`config.mk`:
```
export PLATFORM = sky130hd
export DESIGN_NAME = keypad_scanner
export DESIGN_NICKNAME = d
export VERILOG_FILES = /design/src/rtl/keypad_scanner.sv
export SDC_FILE = /design/constraint.sdc
export NUM_CORES = 1
export LEC_CHECK = 0
export BUFFER_PORTS_ARGS = -buffer_cell sky130_fd_sc_hd__clkbuf_2
export CORE_MARGIN = 5
export CORE_UTILIZATION = 55
export CTS_CLUSTER_DIAMETER = 60
export DETAILED_ROUTE_END_ITERATION = 10
export GPL_ROUTABILITY_DRIVEN = 0
export PLACE_DENSITY_LB_ADDON = 0.12
export SLEW_MARGIN = 20
export SYNTH_ARGS = -nofsm -noshare
export SYNTH_HDL_FRONTEND = slang
export SYNTH_SLANG_ARGS = --single-unit
```
`constraint.sdc`:
```
create_clock -name clk -period 2.6 [get_ports clk]
set_input_delay 0.39 -clock clk [delete_from_list [all_inputs] [get_ports clk]]
set_output_delay 0.39 -clock clk [all_outputs]
set_load 0.005 [all_outputs]
```
`src/rtl/keypad_scanner.sv`:
```
// rtl/keypad_scanner.sv - 4x4 matrix keypad scanner with debounce and optional auto-repeat
//
// Drives one active-low row at a time and watches the active-low columns. A key
// is captured when exactly one column is low. It is accepted after
// debounce_ticks matching scan ticks, and released after debounce_ticks ticks
// with its column high.
//
// Ports:
//   clk          rising-edge clock
//   resetn       asynchronous active-low reset
//   col[3:0]     column inputs, active-low, asynchronous to clk
//   row[3:0]     row drive, active-low, exactly one bit low
//   key_code     last accepted key {row_idx, col_idx}
//   key_valid    one-cycle pulse on accept (and on repeat)
//   key_pressed  high while an accepted key is held
//
// Optional feature: define KEYPAD_AUTOREPEAT_EN to add auto-repeat pulses while
// a key is held.
module keypad_scanner #(
  parameter int scan_speed     = 20,
  parameter int debounce_ticks = 4,
  parameter int repeat_delay   = 64,
  parameter int repeat_rate    = 16
) (
  input  logic       clk,
  input  logic       resetn,
  input  logic [3:0] col,
  output logic [3:0] row,
  output logic [3:0] key_code,
  output logic       key_valid,
  output logic       key_pressed
);

  localparam logic [1:0] S_SCAN     = 2'd0;
  localparam logic [1:0] S_DEBOUNCE = 2'd1;
  localparam logic [1:0] S_HELD     = 2'd2;
  localparam logic [1:0] S_RELEASE  = 2'd3;

  localparam logic [3:0] DB_LAST = 4'(debounce_ticks);

  if (debounce_ticks < 1 || debounce_ticks > 15) begin : g_bad_debounce
    $error("keypad_scanner: debounce_ticks must be 1..15");
  end
  if (repeat_delay < 1 || repeat_rate < 1) begin : g_bad_repeat
    $error("keypad_scanner: repeat_delay and repeat_rate must be >= 1");
  end

  logic [3:0]            col_m_q, col_m_d;
  logic [3:0]            col_s_q, col_s_d;
  logic [scan_speed-1:0] presc_q, presc_d;
  logic [1:0]            state_q, state_d;
  logic [1:0]            row_idx_q, row_idx_d;
  logic [1:0]            col_idx_q, col_idx_d;
  logic [3:0]            db_cnt_q, db_cnt_d;
  logic [3:0]            key_code_q, key_code_d;
  logic                  key_valid_q, key_valid_d;

  logic       tick;
  logic       one_low;
  logic [1:0] low_idx;
  logic [3:0] cap_pat;
  logic       cap_high;
  logic [3:0] db_inc;

`ifdef KEYPAD_AUTOREPEAT_EN
  localparam logic [15:0] REP_DELAY = 16'(repeat_delay);
  localparam logic [15:0] REP_RATE  = 16'(repeat_rate);

  logic [15:0] rep_cnt_q, rep_cnt_d;
  logic        rep_first_q, rep_first_d;
  logic [15:0] rep_inc;
  assign rep_inc = rep_cnt_q + 16'd1;
`endif

  assign tick     = &presc_q;
  assign cap_pat  = ~(4'b0001 << col_idx_q);
  assign cap_high = col_s_q[col_idx_q];
  assign db_inc   = db_cnt_q + 4'd1;

  // Anything other than a single low column (none, or ghosting) is not a key.
  always_comb begin
    one_low = 1'b1;
    low_idx = 2'd0;
    case (col_s_q)
      4'b1110: low_idx = 2'd0;
      4'b1101: low_idx = 2'd1;
      4'b1011: low_idx = 2'd2;
      4'b0111: low_idx = 2'd3;
      default: one_low = 1'b0;
    endcase
  end

  always_comb begin
    col_m_d     = col;
    col_s_d     = col_m_q;
    presc_d     = presc_q + scan_speed'(1);
    state_d     = state_q;
    row_idx_d   = row_idx_q;
    col_idx_d   = col_idx_q;
    db_cnt_d    = db_cnt_q;
    key_code_d  = key_code_q;
    key_valid_d = 1'b0;
`ifdef KEYPAD_AUTOREPEAT_EN
    rep_cnt_d   = rep_cnt_q;
    rep_first_d = rep_first_q;
`endif
    if (tick) begin
      case (state_q)
        S_SCAN: begin
          if (one_low) begin
            col_idx_d = low_idx;
            db_cnt_d  = 4'd0;
            state_d   = S_DEBOUNCE;
          end else begin
            row_idx_d = row_idx_q + 2'd1;
          end
        end
        S_DEBOUNCE: begin
          if (col_s_q == cap_pat) begin
            db_cnt_d = db_inc;
            if (db_inc == DB_LAST) begin
              state_d     = S_HELD;
              key_code_d  = {row_idx_q, col_idx_q};
              key_valid_d = 1'b1;
`ifdef KEYPAD_AUTOREPEAT_EN
              rep_cnt_d   = 16'd0;
              rep_first_d = 1'b1;
`endif
            end
          end else begin
            state_d   = S_SCAN;
            row_idx_d = row_idx_q + 2'd1;
          end
        end
        S_HELD: begin
          if (cap_high) begin
            db_cnt_d = 4'd0;
            state_d  = S_RELEASE;
          end
`ifdef KEYPAD_AUTOREPEAT_EN
          // First repeat waits repeat_delay ticks, later ones repeat_rate.
          else if (rep_inc == (rep_first_q ? REP_DELAY : REP_RATE)) begin
            key_valid_d = 1'b1;
            rep_cnt_d   = 16'd0;
            rep_first_d = 1'b0;
          end else begin
            rep_cnt_d = rep_inc;
          end
`endif
        end
        default: begin  // S_RELEASE; repeat counter stays frozen here
          if (cap_high) begin
            db_cnt_d = db_inc;
            if (db_inc == DB_LAST) begin
              state_d   = S_SCAN;
              row_idx_d = row_idx_q + 2'd1;
            end
          end else begin
            state_d = S_HELD;
          end
        end
      endcase
    end
  end

  always_ff @(posedge clk or negedge resetn) begin
    if (!resetn) begin
      col_m_q     <= 4'b1111;
      col_s_q     <= 4'b1111;
      presc_q     <= '0;
      state_q     <= S_SCAN;
      row_idx_q   <= 2'd0;
      col_idx_q   <= 2'd0;
      db_cnt_q    <= 4'd0;
      key_code_q  <= 4'd0;
      key_valid_q <= 1'b0;
`ifdef KEYPAD_AUTOREPEAT_EN
      rep_cnt_q   <= 16'd0;
      rep_first_q <= 1'b1;
`endif
    end else begin
      col_m_q     <= col_m_d;
      col_s_q     <= col_s_d;
      presc_q     <= presc_d;
      state_q     <= state_d;
      row_idx_q   <= row_idx_d;
      col_idx_q   <= col_idx_d;
      db_cnt_q    <= db_cnt_d;
      key_code_q  <= key_code_d;
      key_valid_q <= key_valid_d;
`ifdef KEYPAD_AUTOREPEAT_EN
      rep_cnt_q   <= rep_cnt_d;
      rep_first_q <= rep_first_d;
`endif
    end
  end

  assign row         = ~(4'b0001 << row_idx_q);
  assign key_code    = key_code_q;
  assign key_valid   = key_valid_q;
  assign key_pressed = (state_q == S_HELD) || (state_q == S_RELEASE);

endmodule
```
==> metrics <==
first-pass GRT wire length=6.00 mm; Initial Util=56.9%; initial antenna violation count=0; syn_area_per_cell=11.4 um^2; Slew @ Worst Pin=0.908 ns; DP HPWL=2.55 mm; met2 routed WL=1.72 mm; DR top layer=met4; Syn. warnings=0; relative slew slack=39.4%; # Post-CTS Setup Buffers=0; DIE HEIGHT=71.8 um; final critical-path required period=2.03 ns; CP max FO=6; Max Cap Viol=0; Post-route DRC=0; setup TNS=0 ns; Final Power=1.13 mW; post_cts resized=0; Post-Syn Nets=200; max-slew violation count=0; Port Buf Inserts=15; M1 WL=1.54 mm; HP Class=input port to flip-flop; antenna-violating nets left=0; vias in the first global route=1403; status=finished, final reports clean; Worst Skew=0.0101 ns; die footprint=5150 um^2; clk buf depth=2; final number of setup-violating endpoints=0; final WL=3.47 mm; largest net degree at the start of global routing=44; Tot GR Track Use=14.8%; final hold vios=0; Antenna Cells=0; # hold bufs at CTS=0; Netlist cell types=42; pwr/cell area=490 nW/um^2; placeable core area=3690 um^2; fillcell total=305; Final period util=78.0%; synthesized instance count=184; Seq cells post-synth=43; unrepaired setup endpoints after global routing=no; DR iter-0 viols=64; Max VDD drop=0.323 mV; nets=220; htree depth=2; GRT overflow=0; Core Rows=22; CP Capture Type=flip-flop; vias=1380; CTS root buf=clkbuf_8; share of layout cells above drive strength 1=20.5%; routed vias/inst=5.45; number of detailed-route iterations in the first pass=4; CTS clk-pin slew, worst paths=0.09 ns; Worst EP required=2.79 ns; Worst Setup Start Kind=flip-flop; clk sinks=43; synth-to-layout area growth=9.95%; Pleak=1.09 nW; Setup CP Type=flip-flop to flip-flop; Worst EP arrival=2.21 ns; Fmax=493 MHz; die width=71.8 um; mapped cell area=2100 um^2; wire length per cell=13.7 um; CTS tree=done; CTS Buf Count=5; sequential area share after synthesis=51.7%; met3 wire len=166 um; Top Ports=16; Worst-Skew Late Latency=0.30 ns
## critical path, stage by stage (launching register included)
cell and delay, ns:
dfrtp_1 0.48, mux4_2 0.60, or3_1 0.35, nand4_1 0.17, mux2_1 0.33
## area by class of cell
class                           count  area [um^2]  area share [%]
Sequential cell                    43         1090            47.0
Multi-Input combinational cell    126          950            41.1
Timing Repair Buffer               15         75.1            3.25
Clock buffer                        5         68.8            2.98
Tap cell                           48         60.1            2.60
Inverter                           13         48.8            2.11
Clock inverter                      3         20.0           0.867
## metal layers
layer,vias up,GRT usage [%]
li1,678,-
met1,666,18.2
met2,30,24.4
met3,6,4.63
met4,0,5.22
met5,-,0
## power by group
part           switching [mW]  total (mW)  internal (mW)
Combinational          0.0197      0.0296        0.00996
Clock                   0.229       0.416          0.187
Sequential            0.00640       0.686          0.680
## kinds of logic after synthesis
logic type	Yosys count	share of synthesized area, %
AOI/OAI and AO/OA	24	8.58
xor gates and xnor gates	21	8.76
adders and majority gates	10	5.96
buffers and inverters	15	3.04
DFF	43	51.7
muxes	6	3.75
and+or+nand+nor	65	18.2
## synth_stat cells (all sizes together)
master,count,area (um^2)
dfrtp,35,876
nand2,17,66.3
xnor2,16,140
inv,13,48.8
ha,10,125
nand3,9,45.0
nor2,9,33.8
dfstp,8,210
o21ai,8,40.0
nand4,7,58.8
nor3,7,57.6
mux2,5,56.3
xor2,5,43.8
o31ai,4,30.0
and2,3,18.8
nand2b,3,18.8
nand4b,3,32.5
a21oi,2,10.0
and3,2,12.5
and4,2,17.5
o2111ai,2,35.0
a21boi,1,7.51
a21o,1,7.51
a22o,1,8.76
buf,1,11.3
clkbuf,1,3.75
mux4,1,22.5
o211ai,1,7.51
o21a,1,7.51
o21bai,1,7.51
o311a,1,10.0
o41ai,1,8.76
or2,1,6.26
or2b,1,7.51
or3,1,6.26
## final timing paths
| check | startpoint | endpoint | slack (ns) | depth (start not counted) |
|---|---|---|---|---|
| setup / recovery | col_idx_q[0] | row_idx_q[1] | 0.57 | 4 |
| hold / removal | col[2] | col_m_q[2] | 0.17 | 1 |
| setup reg to reg | col_idx_q[0] | row_idx_q[1] | 0.57 | 4 |
| hold reg to reg | col_m_q[1] | col_s_q[1] | 0.36 | 0 |
| max in group asynchronous | resetn | presc_q[9] | 1.81 | 1 |
| min in group asynchronous | resetn | row_idx_q[0] | 0.22 | 1 |
## registers in the layout, summed over array words and instances (netlist names)
register   count
col_idx_q      2
col_m_q        4
col_s_q        4
db_cnt_q       4
key_code       4
key_valid      1
presc_q       20
row_idx_q      2
state_q        2
## stage by stage
stage	hold WS, ns	setup slack (ns)	area (um^2)	cells	util, %
3_5_place_dp	0.348	0.567	2220	245	60.2
5_1_grt	0.148	0.430	2310	253	62.6
2_1_floorplan	0.0944	0.745	2100	184	-
3_3_place_gp	0.346	0.604	2220	245	60.2
4_1_cts	0.159	0.561	2310	253	62.6
6_report	0.170	0.571	2310	253	62.6
## layout by cell type, fill, tap and decap left out, types with 3 or more instances in the layout
cell	Yosys	layout
and2_1	3	3
clkbuf_2	0	14
clkbuf_8	0	5
dfrtp_1	35	35
dfstp_2	8	8
ha_1	10	10
inv_1	13	13
mux2_2	3	3
nand2_1	16	16
nand2b_1	3	3
nand3_1	9	9
nand4_1	6	6
nor2_1	9	9
nor3_1	5	5
o21ai_0	5	5
o21ai_1	3	3
o31ai_1	4	4
xnor2_1	16	16
xor2_1	5	5
No activity file was read; power rests on OpenSTA's default activity.
